==> src/rtl/hazard_ctrl_pkg.sv <==
// Shared constants for the IF/ID hazard sequencer: opcodes, FSM encoding,
// register-index width and the operand-usage decode.
package hazard_ctrl_pkg;

  localparam int REG_ADDR_WIDTH = 5;

  localparam logic [6:0] OP_LUI   = 7'b0110111;
  localparam logic [6:0] OP_AUIPC = 7'b0010111;
  localparam logic [6:0] OP_JAL   = 7'b1101111;
  localparam logic [6:0] OP_R     = 7'b0110011;
  localparam logic [6:0] OP_S     = 7'b0100011;
  localparam logic [6:0] OP_B     = 7'b1100011;

  typedef enum logic [1:0] {
    ST_BOOT    = 2'd0,
    ST_RUN     = 2'd1,
    ST_DISCARD = 2'd2
  } hz_state_e;

  function automatic logic uses_rs1(input logic [6:0] op);
    return !(op == OP_LUI || op == OP_AUIPC || op == OP_JAL);
  endfunction

  function automatic logic uses_rs2(input logic [6:0] op);
    return (op == OP_R || op == OP_S || op == OP_B);
  endfunction

endpackage

==> src/rtl/hazard_ctrl_if.sv <==
// Bundle of the pipeline-status inputs and sequencing outputs of hazard_ctrl.
interface hazard_ctrl_if #(
  parameter int CNT_WIDTH = 32
) ();
  import hazard_ctrl_pkg::*;

  logic [6:0]                IF_ID_inst_opcode;
  logic [REG_ADDR_WIDTH-1:0] IF_ID_rs1;
  logic [REG_ADDR_WIDTH-1:0] IF_ID_rs2;
  logic                      ID_EX_mem_read;
  logic [REG_ADDR_WIDTH-1:0] ID_EX_rd;
  logic                      ex_branch_taken;
  logic                      dmem_busy;
  logic                      imem_ready;
  logic                      imem_req;
  logic                      pc_write;
  logic                      IF_ID_write;
  logic                      IF_flush;
  logic                      ID_EX_flush;
  logic                      pipe_hold;
  logic [CNT_WIDTH-1:0]      stall_cycles;
  logic [CNT_WIDTH-1:0]      redirect_count;

  modport master (
    output IF_ID_inst_opcode, IF_ID_rs1, IF_ID_rs2, ID_EX_mem_read, ID_EX_rd,
           ex_branch_taken, dmem_busy, imem_ready,
    input  imem_req, pc_write, IF_ID_write, IF_flush, ID_EX_flush, pipe_hold,
           stall_cycles, redirect_count
  );

  modport slave (
    input  IF_ID_inst_opcode, IF_ID_rs1, IF_ID_rs2, ID_EX_mem_read, ID_EX_rd,
           ex_branch_taken, dmem_busy, imem_ready,
    output imem_req, pc_write, IF_ID_write, IF_flush, ID_EX_flush, pipe_hold,
           stall_cycles, redirect_count
  );

endinterface

==> src/rtl/hazard_ctrl_load_use_detect.sv <==
// Flags an ID instruction that reads the destination of a load still in EX.
module load_use_detect
  import hazard_ctrl_pkg::*;
(
  input  logic [6:0]                opcode_i,
  input  logic [REG_ADDR_WIDTH-1:0] rs1_i,
  input  logic [REG_ADDR_WIDTH-1:0] rs2_i,
  input  logic                      mem_read_i,
  input  logic [REG_ADDR_WIDTH-1:0] rd_i,
  output logic                      lu_o
);

  logic hit_rs1;
  logic hit_rs2;

  assign hit_rs1 = (rd_i == rs1_i) && uses_rs1(opcode_i);
  assign hit_rs2 = (rd_i == rs2_i) && uses_rs2(opcode_i);
  assign lu_o    = mem_read_i && (rd_i != '0) && (hit_rs1 || hit_rs2);

endmodule

==> src/rtl/hazard_ctrl.sv <==
// IF/ID front-end sequencer: boot flush, stall arbitration, stale-fetch
// discard after redirects, and saturating stall/redirect counters.
module hazard_ctrl
  import hazard_ctrl_pkg::*;
#(
  parameter int BOOT_CYCLES = 2,
  parameter int CNT_WIDTH   = 32
) (
  input  logic         clk,
  input  logic         reset,
  hazard_ctrl_if.slave hz
);

  localparam logic [3:0] BOOT_INIT = 4'(BOOT_CYCLES - 1);

  hz_state_e            state_q, state_d;
  logic [3:0]           boot_cnt_q, boot_cnt_d;
  logic [CNT_WIDTH-1:0] stall_q, redir_q;

  logic lu;
  logic imem_req_c, pc_write_c, if_id_write_c, if_flush_c, id_ex_flush_c, pipe_hold_c;
  logic redirect_c;

  load_use_detect u_lu (
    .opcode_i   (hz.IF_ID_inst_opcode),
    .rs1_i      (hz.IF_ID_rs1),
    .rs2_i      (hz.IF_ID_rs2),
    .mem_read_i (hz.ID_EX_mem_read),
    .rd_i       (hz.ID_EX_rd),
    .lu_o       (lu)
  );

  always_ff @(posedge clk) begin
    if (reset) begin
      state_q    <= ST_BOOT;
      boot_cnt_q <= BOOT_INIT;
    end else begin
      state_q    <= state_d;
      boot_cnt_q <= boot_cnt_d;
    end
  end

  always_comb begin
    state_d    = state_q;
    boot_cnt_d = boot_cnt_q;
    unique case (state_q)
      ST_BOOT: begin
        if (boot_cnt_q == 4'd0) state_d = ST_RUN;
        else                    boot_cnt_d = boot_cnt_q - 4'd1;
      end
      ST_RUN, ST_DISCARD: begin
        // A frozen MEM stage holds everything, including any pending discard.
        if (!hz.dmem_busy) begin
          if (hz.ex_branch_taken)
            state_d = (!hz.imem_ready || state_q == ST_DISCARD) ? ST_DISCARD : ST_RUN;
          else if (state_q == ST_DISCARD && hz.imem_ready)
            state_d = ST_RUN;
        end
      end
      default: state_d = ST_BOOT;
    endcase
  end

  always_comb begin
    imem_req_c    = 1'b0;
    pc_write_c    = 1'b0;
    if_id_write_c = 1'b0;
    if_flush_c    = 1'b0;
    id_ex_flush_c = 1'b0;
    pipe_hold_c   = 1'b0;
    redirect_c    = 1'b0;
    unique case (state_q)
      ST_BOOT: begin
        if_flush_c    = 1'b1;
        id_ex_flush_c = 1'b1;
      end
      ST_RUN, ST_DISCARD: begin
        imem_req_c = 1'b1;
        if (hz.dmem_busy) begin
          pipe_hold_c = 1'b1;
          imem_req_c  = 1'b0;
        end else if (hz.ex_branch_taken) begin
          pc_write_c    = 1'b1;
          if_id_write_c = 1'b1;
          if_flush_c    = 1'b1;
          id_ex_flush_c = 1'b1;
          redirect_c    = 1'b1;
        end else if (state_q == ST_DISCARD) begin
          if_flush_c = 1'b1;
        end else if (lu) begin
          id_ex_flush_c = 1'b1;
        end else if (!hz.imem_ready) begin
          if_id_write_c = 1'b1;
          if_flush_c    = 1'b1;
        end else begin
          pc_write_c    = 1'b1;
          if_id_write_c = 1'b1;
        end
      end
      default: ;
    endcase
  end

  always_ff @(posedge clk) begin
    if (reset) begin
      stall_q <= '0;
      redir_q <= '0;
    end else begin
      if (state_q != ST_BOOT && !pc_write_c && stall_q != '1)
        stall_q <= stall_q + 1'b1;
      if (redirect_c && redir_q != '1)
        redir_q <= redir_q + 1'b1;
    end
  end

  assign hz.imem_req       = imem_req_c;
  assign hz.pc_write       = pc_write_c;
  assign hz.IF_ID_write    = if_id_write_c;
  assign hz.IF_flush       = if_flush_c;
  assign hz.ID_EX_flush    = id_ex_flush_c;
  assign hz.pipe_hold      = pipe_hold_c;
  assign hz.stall_cycles   = stall_q;
  assign hz.redirect_count = redir_q;

endmodule

==> src/flat_wrapper.sv <==
// flat-port wrapper written by rule: the top's interface ports become plain ports
module hazard_ctrl_flat import hazard_ctrl_pkg::*;
#(
  parameter int BOOT_CYCLES = 2,
  parameter int CNT_WIDTH   = 32
)
  (clk, reset, hz_IF_ID_inst_opcode, hz_IF_ID_rs1, hz_IF_ID_rs2, hz_ID_EX_mem_read, hz_ID_EX_rd, hz_ex_branch_taken, hz_dmem_busy, hz_imem_ready, hz_imem_req, hz_pc_write, hz_IF_ID_write, hz_IF_flush, hz_ID_EX_flush, hz_pipe_hold, hz_stall_cycles, hz_redirect_count);
  hazard_ctrl_if #(.CNT_WIDTH(CNT_WIDTH)) hz_i ();
  input  logic clk;
  input  logic reset;
  input wire logic [$bits(hz_i.IF_ID_inst_opcode)-1:0] hz_IF_ID_inst_opcode;
  input wire logic [$bits(hz_i.IF_ID_rs1)-1:0] hz_IF_ID_rs1;
  input wire logic [$bits(hz_i.IF_ID_rs2)-1:0] hz_IF_ID_rs2;
  input wire logic [$bits(hz_i.ID_EX_mem_read)-1:0] hz_ID_EX_mem_read;
  input wire logic [$bits(hz_i.ID_EX_rd)-1:0] hz_ID_EX_rd;
  input wire logic [$bits(hz_i.ex_branch_taken)-1:0] hz_ex_branch_taken;
  input wire logic [$bits(hz_i.dmem_busy)-1:0] hz_dmem_busy;
  input wire logic [$bits(hz_i.imem_ready)-1:0] hz_imem_ready;
  output wire logic [$bits(hz_i.imem_req)-1:0] hz_imem_req;
  output wire logic [$bits(hz_i.pc_write)-1:0] hz_pc_write;
  output wire logic [$bits(hz_i.IF_ID_write)-1:0] hz_IF_ID_write;
  output wire logic [$bits(hz_i.IF_flush)-1:0] hz_IF_flush;
  output wire logic [$bits(hz_i.ID_EX_flush)-1:0] hz_ID_EX_flush;
  output wire logic [$bits(hz_i.pipe_hold)-1:0] hz_pipe_hold;
  output wire logic [$bits(hz_i.stall_cycles)-1:0] hz_stall_cycles;
  output wire logic [$bits(hz_i.redirect_count)-1:0] hz_redirect_count;
  assign hz_i.IF_ID_inst_opcode = hz_IF_ID_inst_opcode;
  assign hz_i.IF_ID_rs1 = hz_IF_ID_rs1;
  assign hz_i.IF_ID_rs2 = hz_IF_ID_rs2;
  assign hz_i.ID_EX_mem_read = hz_ID_EX_mem_read;
  assign hz_i.ID_EX_rd = hz_ID_EX_rd;
  assign hz_i.ex_branch_taken = hz_ex_branch_taken;
  assign hz_i.dmem_busy = hz_dmem_busy;
  assign hz_i.imem_ready = hz_imem_ready;
  assign hz_imem_req = hz_i.imem_req;
  assign hz_pc_write = hz_i.pc_write;
  assign hz_IF_ID_write = hz_i.IF_ID_write;
  assign hz_IF_flush = hz_i.IF_flush;
  assign hz_ID_EX_flush = hz_i.ID_EX_flush;
  assign hz_pipe_hold = hz_i.pipe_hold;
  assign hz_stall_cycles = hz_i.stall_cycles;
  assign hz_redirect_count = hz_i.redirect_count;
  hazard_ctrl #(.BOOT_CYCLES(BOOT_CYCLES), .CNT_WIDTH(CNT_WIDTH)) u_core (.clk(clk), .reset(reset), .hz(hz_i));
endmodule
==> config.mk <==
export PLATFORM = sky130hd
export DESIGN_NAME = hazard_ctrl_flat
export DESIGN_NICKNAME = d
export VERILOG_FILES = /design/src/rtl/hazard_ctrl_pkg.sv /design/src/rtl/hazard_ctrl_if.sv /design/src/rtl/hazard_ctrl_load_use_detect.sv /design/src/rtl/hazard_ctrl.sv /design/src/flat_wrapper.sv
export SDC_FILE = /design/constraint.sdc
export NUM_CORES = 1
export LEC_CHECK = 0
export ABC_CLOCK_PERIOD_IN_PS = 2380
export BUFFER_PORTS_ARGS = -buffer_cell sky130_fd_sc_hd__buf_2
export CAP_MARGIN = 10
export CORE_ASPECT_RATIO = 1.25
export CORE_MARGIN = 1.5
export CORE_UTILIZATION = 49
export CTS_CLUSTER_SIZE = 24
export DETAILED_ROUTE_END_ITERATION = 10
export PLACE_DENSITY = 0.78
export SETUP_SLACK_MARGIN = 0.02
export SKIP_CTS_REPAIR_TIMING = 1
export SLEW_MARGIN = 20
export SYNTH_ARGS = -nofsm -noshare
export SYNTH_HDL_FRONTEND = slang
export SYNTH_SLANG_ARGS = --single-unit
==> constraint.sdc <==
create_clock -name clk -period 2.38 [get_ports clk]
set_input_delay 0.119 -clock clk [delete_from_list [all_inputs] [get_ports clk]]
set_output_delay 0.119 -clock clk [all_outputs]
set_load 0.01 [all_outputs]
# ---- Yosys cells after proc, flatten, opt, wreduce, memory -nomap -nowiden
# Cells that the tools add are included.
dict set report op_classes {
  addsub 3
  eq_ne 15
  n_mux 35
  n_bitwise 1
  n_reduce_logical 24
}
# cell count
set op_table {}
lappend op_table {{32-bit by 1-bit adder with 32-bit output, second input constant} 2}
lappend op_table {{32-bit != test, second input constant} 2}
lappend op_table {{1-bit 2-to-1 mux} 27}
lappend op_table {{7-bit by 6-bit equality test with 1-bit output, second input constant} 3}
lappend op_table {{7-bit equality test, second input constant} 2}
lappend op_table {{5-bit equality test} 2}
lappend op_table {{2-bit 2-to-1 mux} 5}
lappend op_table {{1-bit logical AND} 8}
lappend op_table {{7-bit by 5-bit equality test with 1-bit output, second input constant} 1}
lappend op_table {{1-bit logical OR} 6}
lappend op_table {{5-bit nonzero test} 1}
lappend op_table {{4-bit zero test} 1}
lappend op_table {{1-bit one-hot mux with 2 select lines} 2}
lappend op_table {{2-bit one-hot mux with 2 select lines} 1}
lappend op_table {{4-bit by 1-bit subtractor with 4-bit output, second input constant} 1}
lappend op_table {{1-bit zero test} 3}
lappend op_table {{3-bit by 2-bit != test with 1-bit output, second input constant} 1}
lappend op_table {{3-bit AND reduction} 1}
lappend op_table {{2-bit by 1-bit equality test with 1-bit output, second input constant} 1}
lappend op_table {{2-bit equality test, second input constant} 1}
lappend op_table {{2-bit zero test} 1}
lappend op_table {{2-bit by 1-bit != test with 1-bit output, second input constant} 1}
lappend op_table {{2-bit != test, second input constant} 1}
lappend op_table {{2-bit AND reduction} 1}
lappend op_table {{3 further kinds} 3}
dict set report word_totals {
  register_bits 70
  input_bits 28
  output_inout_bits 70
  wordCells 82
}

# ---- Logic depth before layout (Yosys ltp)
dict set report logic_depth {
  ltp_word 15
  depth_mapped 11
  mapped_depth_nobuf 8
}

# ---- Cells and area by module
# From an unflattened synthesis, not the netlist that was laid out.
dict set report hier_totals {
  cells_unflattened 487
  hier_area_um2 3933.8
}
# module n_inst cells_each area_each_um2 seq_area_each_um2
set by_module_without_submodules {}
lappend by_module_without_submodules {hazard_ctrl 1 464 3763.6 1401.3}
lappend by_module_without_submodules {load_use_detect 1 23 170.2 0.0}

# ---- Least setup slack after synthesis
# No wires, ideal clock.
dict set report synth_timing {
  kind {flip-flop to flip-flop}
  startpoint {register u_core.state_q[0]}
  endpoint {register u_core.stall_q[16], in the netlist u_core.hz.stall_cycles[16]}
  setup_time_ns 0.121
  t_arrival_ns 2.463
  required_time_ns 2.259
  slack_ns -0.204
  stages_incl_launch_ff 11
  n_path_buf 2
  period_less_slack_ns 2.584
  cell_sequence {dfxtp_1 > inv_1 > ha_1 > and3b_1 > buf_6 > a2111oi_4 > nand4_1 > and3_4 > buf_2 > nor4_1 > mux2_2}
}
dict set report synth_between {
  elab_chain_cells 8
  word_cells_on_any_way 11
  cone_classes {eq/ne: 2; mux: 4; reduce/logical: 5}
}
# item line_no
set synth_rtl {}
lappend synth_rtl {{start: declaration} hazard_ctrl.sv:16} ;# hz_state_e state_q, state_d;
lappend synth_rtl {{start signal: assignment} hazard_ctrl.sv:38} ;# state_q <= state_d;
lappend synth_rtl {{2-bit equality test} {hazard_ctrl.sv:72, hazard_ctrl.sv:88}}
lappend synth_rtl {{1-bit 2-to-1 mux} hazard_ctrl.sv:88} ;# end else if (state_q == ST_DISCARD) begin
lappend synth_rtl {{1-bit 2-to-1 mux} hazard_ctrl.sv:82} ;# end else if (hz.ex_branch_taken) begin
lappend synth_rtl {{1-bit 2-to-1 mux} hazard_ctrl.sv:79} ;# if (hz.dmem_busy) begin
lappend synth_rtl {{1-bit 2-to-1 mux} hazard_ctrl.sv:72} ;# unique case (state_q)
lappend synth_rtl {{1-bit zero test} hazard_ctrl.sv:109} ;# if (state_q != ST_BOOT && !pc_write_c && stall_q != '1)
lappend synth_rtl {{1-bit logical AND (*) (2 in a row)} hazard_ctrl.sv:109}
lappend synth_rtl {{end signal: assignment} hazard_ctrl.sv:110} ;# stall_q <= stall_q + 1'b1;
lappend synth_rtl {{end: declaration} hazard_ctrl.sv:18} ;# logic [CNT_WIDTH-1:0] stall_q, redir_q;
# Every way passes the cells marked *; elsewhere a longest branch is shown, timed or not.
# A chain may end at the register's enable or synchronous reset.

# ---- Worst setup path in the final report
dict set report layout_timing {
  startpoint {register u_core.state_q[0]}
  endpoint {register u_core.stall_q[5], in the netlist u_core.hz.stall_cycles[5]}
}
# The elaborated chain is that of the path after synthesis.

==> results.toml <==
[status]
status = "finished with violations"
violations = "negative setup slack"

[placement]
dp_hpwl_um = 7260
port_buffers = 97
dpl_worst_slack_ns = -0.06116
placed_cell_area_um2 = 4796
gp_congestion = 0.9296

[critical_path]
crit_type = "flip-flop to flip-flop"
path_buf_inv = 1
path_depth = 8
cp_top_family = "simple AND/OR/NAND/NOR gates"
r2r_slack_ns = -0.09
path_cells = "inv_2 -> ha_4 -> and3b_1 -> a2111oi_4 -> nand4_1 -> and3_4 -> nor4_2 -> mux2_2"
path_max_fanout = 12
cp-start-kind = "flip-flop"
crit_path_end_kind = "flip-flop"
max_stage_delay_ns = 0.36
worst-r2r-cell-count = 8
worst_ep_required_time_ns = 2.62
cp_data_arrival_time_ns = 2.71
cp_slowest_cell = "mux2_2"

[detailed_routing]
first_pass_iters = 5
drc_errors = 0
avgViaCountPerCell = 5.982
wl_um = 10980
drtIter0Drc = 171
antenna_left = 0
num_vias = 4241
wl_per_cell_um = 15.49

[timing]
max_slew_margin_pct = 67.55
fin_setup_tns_ns = -1.222
hold_viol = 0
finalCriticalPeriod_ns = 2.473
max_freq_mhz = 404.4
setup_viol = 24
setup_slack_ns = -0.09294
rsz0062_at_grt = "yes"
slew_violations = 0
tightest_slew_ns = 0.4868
fin_crit_sh_pct = 103.9
skew_ns = 0.009586

[synthesis]
synth_edf_count = 0
synth-warning-count = 0
seq_area_frac_synth_pct = 34.64
syn-instance-count = 498
synth-async-reset-ratio_pct = 0
synth.ff_latch_count = 70
synth_cell_types = 44
ys.flop_type = "dfxtp_1"
syn_area_um2 = 4045
postSynthAreaPerCell_um2 = 8.123
syn_nets = 532

[global_route]
grt_usage_pct = 23.02
grt_pass1_wl_um = 17080
antenna_found_initial = 0
grt_start_max_net_pins = 51
grt_pass1_vias = 3840
overflow = 0

[clocking]
cts_tree = "built"
clock_path_buffers = 2
clk_latency_ns = 0.35
cts_max_level = 3
path_clk_slew_ns = 0.08
cts.sinks = 70
ctsRootBufferMaster = "clkbuf_8"
cts_buffers = 9

[floorplan]
ioPinCount = 98
core_um2 = 7883
row_count = 36
initial_core_util_pct = 51.32
die_w_um = 84.27
die-area_um2 = 8813
die_h_um = 104.6

[min_path]
hold_path.class = "input port to flip-flop"
holdPathStages = 2

[final_layout]
fillers = 668
layout-drive-gt1-share_pct = 30.94
final_common_cell = "buf_2"
design_area_um2 = 5144
nets = 643
layout_common_cells = "buf_2, dfxtp_1, nor2_1"
diodes = 0
area_delta_synth_final_pct = 27.16

[job]
drv_cap = 0

[power_and_ir_drop]
ir_drop_mv = 0.3861
p_leak_nw = 2.063
powerDensity_nw_per_um2 = 600.2
power.total_w = 0.003087
## registers in the layout, indices dropped and copies added, names as in the netlist
name / cells
u_core.boot_cnt_q: 4
u_core.hz.redirect_count: 32
u_core.hz.stall_cycles: 32
u_core.state_q: 2
## through the flow
stage               util [%]  hold slack, ns  cells
global route           65.25          0.2380    709
global placement       60.84          0.4726    689
detailed placement     60.84          0.4816    689
CTS                    63.29          0.2198    705
finish                 65.25          0.2195    709
floorplan                  -          0.3128    498
## layer usage
layer	track usage, %	up-vias	routed length (µm)
met2	40.29	138	5575
met1	27.91	2034	4654
met4	7.963	0	277
li1	-	2041	-
met3	4.502	28	476
met5	0	-	0
## worst reg2reg max path, stage by stage, from the launching register on
cell       delay, ns
dfxtp_2         0.34
inv_2           0.05
ha_4            0.23
and3b_1         0.21
a2111oi_4       0.23
nand4_1         0.32
and3_4          0.35
nor4_2          0.29
mux2_2          0.36
## cells in the mapped netlist (2+ instances only)
master    instances  area [µm²]
o21ai_0           8       40.04
nand3b_1          2       15.01
xor2_1           28       245.2
and4_1            8       70.07
mux2_2           19       214.0
nor3b_1           2       15.01
nor4b_1           8       70.07
and3_1           14       87.58
buf_2             3       15.01
nor2_1           68       255.2
inv_1            11       41.29
a21oi_1          24       120.1
buf_1             2       7.510
xnor2_1          10       87.58
and2_1            4       25.02
or3_1             4       25.02
nand3_1          36       180.2
o31ai_1          14       105.1
nor2b_1          21       131.4
dfxtp_1          70        1401
or4_1            16       120.1
nor4_1           12       75.07
ha_1              6       75.07
nand2_1          28       105.1
nor3_1           13       65.06
buf_6             4       45.04
nand4_1          30       187.7
clkbuf_1         17       63.81
## worst paths after layout
kind                                                   end                                     from
setup / recovery    u_core.hz.stall_cycles[5]$_SDFFE_PP0P_           u_core.state_q[0]$_SDFFE_PP0P_
hold reg to reg    u_core.hz.stall_cycles[19]$_SDFFE_PP0P_  u_core.hz.stall_cycles[19]$_SDFFE_PP0P_
hold / removal    u_core.hz.redirect_count[7]$_SDFFE_PP0P_                                    reset
setup reg to reg    u_core.hz.stall_cycles[5]$_SDFFE_PP0P_           u_core.state_q[0]$_SDFFE_PP0P_
## logic make-up (layout without fill, tap and decap cells)
kind of cell	after synthesis	in the layout	synth area share [%]
XOR/XNOR	38	38	8.228
buffers and inverters	37	150	4.268
multiplexers	19	19	5.289
AO/OA/AOI/OAI	54	54	8.754
adder cells (fa/ha/maj)	6	6	1.856
AND/OR/NAND/NOR	274	277	36.96
flip-flops	70	70	34.64
## power breakdown
| group | internal (W) | switching (W) | total, W |
|---|---|---|---|
| logic | 0.000345 | 0.000520 | 0.000865 |
| registers | 0.00123 | 0.0000471 | 0.00127 |
| clock network | 0.000514 | 0.000434 | 0.000948 |
## final cells by class
class,count,area [µm²],share of cell area [%]
repair buffers,123,705.7,13.72
inverters,11,41.29,0.8027
well taps,95,118.9,2.311
clock buffers,13,148.9,2.895
multi-input cells,394,2681,52.13
clock inverters,3,43.79,0.8514
flip-flops and latches,70,1404,27.29
(Power assumes the default switching activity.)
